### config.mk
export PLATFORM = sky130hd
export DESIGN_NAME = count_reporter
export DESIGN_NICKNAME = d
export VERILOG_FILES = /design/src/rtl/count_reporter.sv
export SDC_FILE = /design/constraint.sdc
export NUM_CORES = 1
export LEC_CHECK = 0
export CORE_MARGIN = 2
export CORE_UTILIZATION = 52
export DETAILED_ROUTE_END_ITERATION = 16
export PLACE_DENSITY = 0.81
export SYNTH_ARGS = -nofsm -noshare
export SYNTH_HDL_FRONTEND = slang
export SYNTH_SLANG_ARGS = --single-unit
### constraint.sdc
create_clock -name Clk -period 2.4 [get_ports Clk]
set_input_delay 0.36 -clock Clk [delete_from_list [all_inputs] [get_ports Clk]]
set_output_delay 0.36 -clock Clk [all_outputs]
set_load 0.02 [all_outputs]
### src/rtl/count_reporter.sv
`default_nettype none
// ============================================================================
//  Module      : count_reporter
//  Description : Snapshots two counter values on a request and streams them
//                out as a framed byte sequence over a valid/ready handshake:
//                HEADER, Count0 bytes (MSB first), Count1 bytes (MSB first),
//                and optionally an XOR checksum byte.
//                The counters keep running while the frozen snapshot drains.
//
//  Optional feature macro:
//    COUNT_REPORTER_CSUM_EN - append a running XOR over HEADER and all payload
//                             bytes as the final frame byte.
//
//  Ports:
//    Clk      in   1      clock, rising edge
//    Reset    in   1      asynchronous active-low reset
//    Count0   in   CNT_W  channel-0 count
//    Count1   in   CNT_W  channel-1 count
//    Req      in   1      snapshot request
//    TxData   out  8      current frame byte
//    TxValid  out  1      TxData valid
//    TxReady  in   1      sink accepts TxData this cycle
//    Busy     out  1      frame in progress
//    Dropped  out  8      saturating count of ignored requests
//
//  Revision    : 1.0 - initial release
// ============================================================================
module count_reporter #(
    parameter int          CNT_W  = 64,
    parameter logic [7:0]  HEADER = 8'hA5
) (
    input  logic             Clk,
    input  logic             Reset,
    input  logic [CNT_W-1:0] Count0,
    input  logic [CNT_W-1:0] Count1,
    input  logic             Req,
    output logic [7:0]       TxData,
    output logic             TxValid,
    input  logic             TxReady,
    output logic             Busy,
    output logic [7:0]       Dropped
);

    localparam int c_N     = CNT_W / 8;
    localparam int c_IDX_W = (c_N > 1) ? $clog2(c_N) : 1;
    localparam logic [c_IDX_W-1:0] c_LAST = c_IDX_W'(c_N - 1);

    typedef enum logic [2:0] {
        S_IDLE  = 3'd0,
        S_HDR   = 3'd1,
        S_SEND0 = 3'd2,
`ifdef COUNT_REPORTER_CSUM_EN
        S_SEND1 = 3'd3,
        S_CSUM  = 3'd4
`else
        S_SEND1 = 3'd3
`endif
    } state_t;

    state_t               r_state;
    state_t               w_next;
    logic [CNT_W-1:0]     r_shadow0;
    logic [CNT_W-1:0]     r_shadow1;
    logic [c_IDX_W-1:0]   r_idx;
    logic [7:0]           r_dropped;
    logic                 w_hs;
    logic                 w_last;
`ifdef COUNT_REPORTER_CSUM_EN
    logic [7:0]           r_csum;
`endif

    assign w_hs    = TxValid & TxReady;
    assign w_last  = (r_idx == c_LAST);
    assign Busy    = (r_state != S_IDLE);
    assign Dropped = r_dropped;

    // Next-state and output decode. Outputs depend only on registered state,
    // so TxData/TxValid are stable until the handshake moves the state.
    always_comb begin
        w_next  = r_state;
        TxData  = 8'h00;
        TxValid = 1'b0;
        case (r_state)
            S_IDLE: begin
                if (Req) w_next = S_HDR;
            end
            S_HDR: begin
                TxData  = HEADER;
                TxValid = 1'b1;
                if (TxReady) w_next = S_SEND0;
            end
            S_SEND0: begin
                TxData  = r_shadow0[CNT_W-1 -: 8];
                TxValid = 1'b1;
                if (TxReady && w_last) w_next = S_SEND1;
            end
            S_SEND1: begin
                TxData  = r_shadow1[CNT_W-1 -: 8];
                TxValid = 1'b1;
`ifdef COUNT_REPORTER_CSUM_EN
                if (TxReady && w_last) w_next = S_CSUM;
`else
                if (TxReady && w_last) w_next = S_IDLE;
`endif
            end
`ifdef COUNT_REPORTER_CSUM_EN
            S_CSUM: begin
                TxData  = r_csum;
                TxValid = 1'b1;
                if (TxReady) w_next = S_IDLE;
            end
`endif
            default: w_next = S_IDLE;
        endcase
    end

    // Shadows shift left on each accepted payload byte so the byte on the
    // wire is always the top byte; the index only counts bytes per channel.
    always_ff @(posedge Clk or negedge Reset) begin
        if (!Reset) begin
            r_state   <= S_IDLE;
            r_shadow0 <= '0;
            r_shadow1 <= '0;
            r_idx     <= '0;
            r_dropped <= 8'h00;
`ifdef COUNT_REPORTER_CSUM_EN
            r_csum    <= 8'h00;
`endif
        end else begin
            r_state <= w_next;

            // Any request seen outside IDLE is dropped, including the one on
            // the edge that completes the last byte.
            if (Req && (r_state != S_IDLE) && (r_dropped != 8'hFF))
                r_dropped <= r_dropped + 8'd1;

            case (r_state)
                S_IDLE: begin
                    if (Req) begin
                        r_shadow0 <= Count0;
                        r_shadow1 <= Count1;
                        r_idx     <= '0;
                    end
                end
                S_HDR: begin
`ifdef COUNT_REPORTER_CSUM_EN
                    if (w_hs) r_csum <= HEADER;
`endif
                end
                S_SEND0: begin
                    if (w_hs) begin
                        r_shadow0 <= r_shadow0 << 8;
                        r_idx     <= w_last ? '0 : r_idx + 1'b1;
`ifdef COUNT_REPORTER_CSUM_EN
                        r_csum    <= r_csum ^ r_shadow0[CNT_W-1 -: 8];
`endif
                    end
                end
                S_SEND1: begin
                    if (w_hs) begin
                        r_shadow1 <= r_shadow1 << 8;
                        r_idx     <= w_last ? '0 : r_idx + 1'b1;
`ifdef COUNT_REPORTER_CSUM_EN
                        r_csum    <= r_csum ^ r_shadow1[CNT_W-1 -: 8];
`endif
                    end
                end
                default: ;
            endcase
        end
    end

endmodule
`default_nettype wire

==> run metrics, run 1 <==
Crit Path Category=flop to output pin; Seq/Total Area, Yosys=48.8%; status=finished, final reports clean; Peak Freq=434 MHz; vias in the first global route=5163; crit path launch type=flop; initial antenna violation count=0; Synth top area share=48.8%; Worst-Margin Slew=0.602 ns; largest net degree at the start of global routing=63; Final nets=827; number of buffers and inverters on the critical path=3; Crit path top cell by count=inv_1; top post-synthesis cells by area=dfrtp_1 (49%), mux2_2 (35%), buf_6 (2.2%); non-filler cells, final=879; global-route wire length before repair=25800 um; routed via count=4829; hold crit path type=flop to flop; max-slew violation count=0; dpl cells=844; setup_tns=0 ns; worst skew pair latency=0.41 ns; Worst EP arrival=1.94 ns; R2R Path Start=r_state[0]; wire per inst=18.3 um; total clock buffers created by CTS=17; number of flops mapped to enable cells by yosys=0; Synth Flop Type=dfrtp_1; combinational power share=42.0%; DRC=0; Synth cell types=38; max incr delay on CP=0.63 ns; Sw Ratio=31.9%; RSZ-0062 raised after global routing=no; # diodes=0; Synth Register Bits=141; Clk network pwr share=22.1%; hpwl dp=11200 um; top cell family by delay on the critical path=buffers and inverters; Mapped Cells=534; Routability Congestion=0.772; die area=14900 um2; Area after DPL=8860 um2; crit path time final=2.30 ns; Final Cell Area=9510 um2; most instantiated cells after synthesis=mux2_2 (223), dfrtp_1 (141), inv_1 (21); Clk pin slew, worst setup/hold paths=0.06 ns; ANT nets after route=0; final-report hold violation count=0; NetSw=3.85 mW; CP Launch Point=r_state[1]; htree depth=4; Slew Limit Headroom=59.9%; buffers added on ports=149; Initial DRC Count=265; core area=13700 um2; Cell Int Power=8.21 mW; Initial DRT Pass Iterations=4; syn nets=675; Tcrit/Tclk final=96.0%; # Max-Cap Violations=0; Design Power=12.1 mW; sequential share of power=35.9%; Required @ worst endpoint=2.04 ns; via/cell ratio=5.49; gr usage total=22.6%; num rows=43; Syn Area/Cell=13.5 um2; DIE HEIGHT=122 um; Area Overhead vs Synth=31.6%; CP max-delay cell=clkdlybuf4s50_1; dominant cell type by area after synthesis=dfrtp_1; CTS Buffer Depth=2; die width=122 um; Async SR Flop Fraction=100%; # clock sinks=141; Final setup viols=0; final hold slack=0.490 ns; num ports=150; Initial Utilization=52.7%; P per Cell Area=1270 nW/um2; layout cells sized above 1=40.8%; Synth warnings=0; final WL=16100 um; Synth Cell Area=7220 um2; min-delay src=r_shadow1[18]; crit path capture type=output pin; CTS root buf=clkbuf_16; Pleak=3.91 nW; VDD IR-drop max=706 uV; most common cell in the synthesized netlist=mux2_2; grt total ovfl=0; CTS tree=yes; CP Max Fanout=9; Layout Skew=0.00768 ns; worst-path cell chain=inv_1, ha_4, inv_1, clkdlybuf4s50_1
stage by stage:
step | worst slack [ns] | util (%)
global route | 0.0331 | 69.3
finish | 0.0955 | 69.3
CTS | 0.0192 | 69.3
global placement | 0.219 | 64.6
detailed placement | 0.173 | 64.6
floorplan | 0.316 | -
final cells by class:
class | count | area, um2
fill | 978 | 4210
sequential | 141 | 3530
inverter | 21 | 78.8
timing repair buffer | 169 | 1690
clock buffer | 18 | 439
clock inverter | 14 | 165
tap | 180 | 225
multi-input combinational | 336 | 3380
cells by family after synthesis:
logic type               count (synthesis)  synth area share, %
flip-flops                             141                 48.8
multiplexers                           230                 35.8
AO/OA/AOI/OAI                           43                 3.86
adder cells (fa/ha/maj)                  9                 1.56
buffers and inverters                   57                 4.90
XOR/XNOR                                 2                0.243
AND/OR/NAND/NOR                         52                 4.76
registers in the layout, summed over array words and instances, names as in the netlist:
name,cells
Dropped,8
r_idx,3
r_shadow0,64
r_shadow1,64
r_state,2
layout by cell type, fill, tap and decap left out, types with 3 or more instances in the layout:
cell type	n
a22oi_1	8
mux2_2	223
clkbuf_16	17
dlygate4sd2_1	8
clkdlybuf4s50_1	140
nand3_1	4
nand2_1	6
a21oi_1	9
buf_4	14
o21ai_0	18
dfrtp_1	139
ha_4	3
mux2_1	6
inv_6	3
clkinv_2	5
ha_1	6
nor2b_1	3
buf_12	4
nand4_1	3
nand4b_1	16
bufinv_16	3
inv_1	20
nor2_1	7
worst register-to-register path: cells and delay by family, from the launching register on:
family                     cells  cell delay, ns
buffers and inverters          3            0.66
adders and majority gates      1            0.23
DFF                            1            0.47
muxes                          2            0.70
path summary, 6_finish.rpt:
check | to | slack (ns) | depth (start not counted)
worst max-delay path | Busy | 0.1 | 4
worst min-delay path | r_shadow1[18] | 0.49 | 1
worst max register to register | r_shadow0[31] | 0.22 | 6
worst min register to register | r_shadow1[18] | 0.49 | 1
max in group asynchronous | r_shadow1[29] | 1.18 | 3
min in group asynchronous | Dropped[1] | 0.51 | 2
per-layer routing:
layer	track usage, %	wire length [um]	vias to the layer above
li1	-	-	2248
met1	27.2	6760	2405
met2	38.6	7990	149
met3	6.27	1020	27
met4	8.76	320	0
met5	0	0	-
repair_timing:
item / 4_1_cts / 5_1_grt
buffers inserted: 2 / 0
endpoints found under the hold margin: 59 / 0
gates resized for setup: 13 / 2
endpoints found under the setup margin: 10 / 45
hold buffers: 1 / 0
power by group through the flow:
stage          sequential, mW  combinational (mW)  clock (mW)
3_3_place_gp             4.26                4.87           0
2_1_floorplan            4.11                3.95           0
4_1_cts                  4.32                5.10        2.71
6_report                 4.33                5.07        2.67
5_1_grt                  4.46                5.50        2.82
3_5_place_dp             4.33                5.05           0
Power figures use the tool's default switching activity.
==> run 2, diff against run 1 <==
--- a/config.mk
+++ b/config.mk
@@ -9,6 +9,7 @@
 export CORE_UTILIZATION = 52
 export DETAILED_ROUTE_END_ITERATION = 16
 export PLACE_DENSITY = 0.81
+export SLEW_MARGIN = 30
 export SYNTH_ARGS = -nofsm -noshare
 export SYNTH_HDL_FRONTEND = slang
 export SYNTH_SLANG_ARGS = --single-unit
==> results of run 2 <==
No change in the layout: final DEF, timing and power equal those of run 1.
==> run 3, diff against run 2 <==
--- a/config.mk
+++ b/config.mk
@@ -7,6 +7,7 @@
 export LEC_CHECK = 0
 export CORE_MARGIN = 2
 export CORE_UTILIZATION = 52
+export CTS_CLUSTER_DIAMETER = 80
 export DETAILED_ROUTE_END_ITERATION = 16
 export PLACE_DENSITY = 0.81
 export SLEW_MARGIN = 30
==> results of run 3 <==
No change in the layout: final DEF, timing and power equal those of run 1.
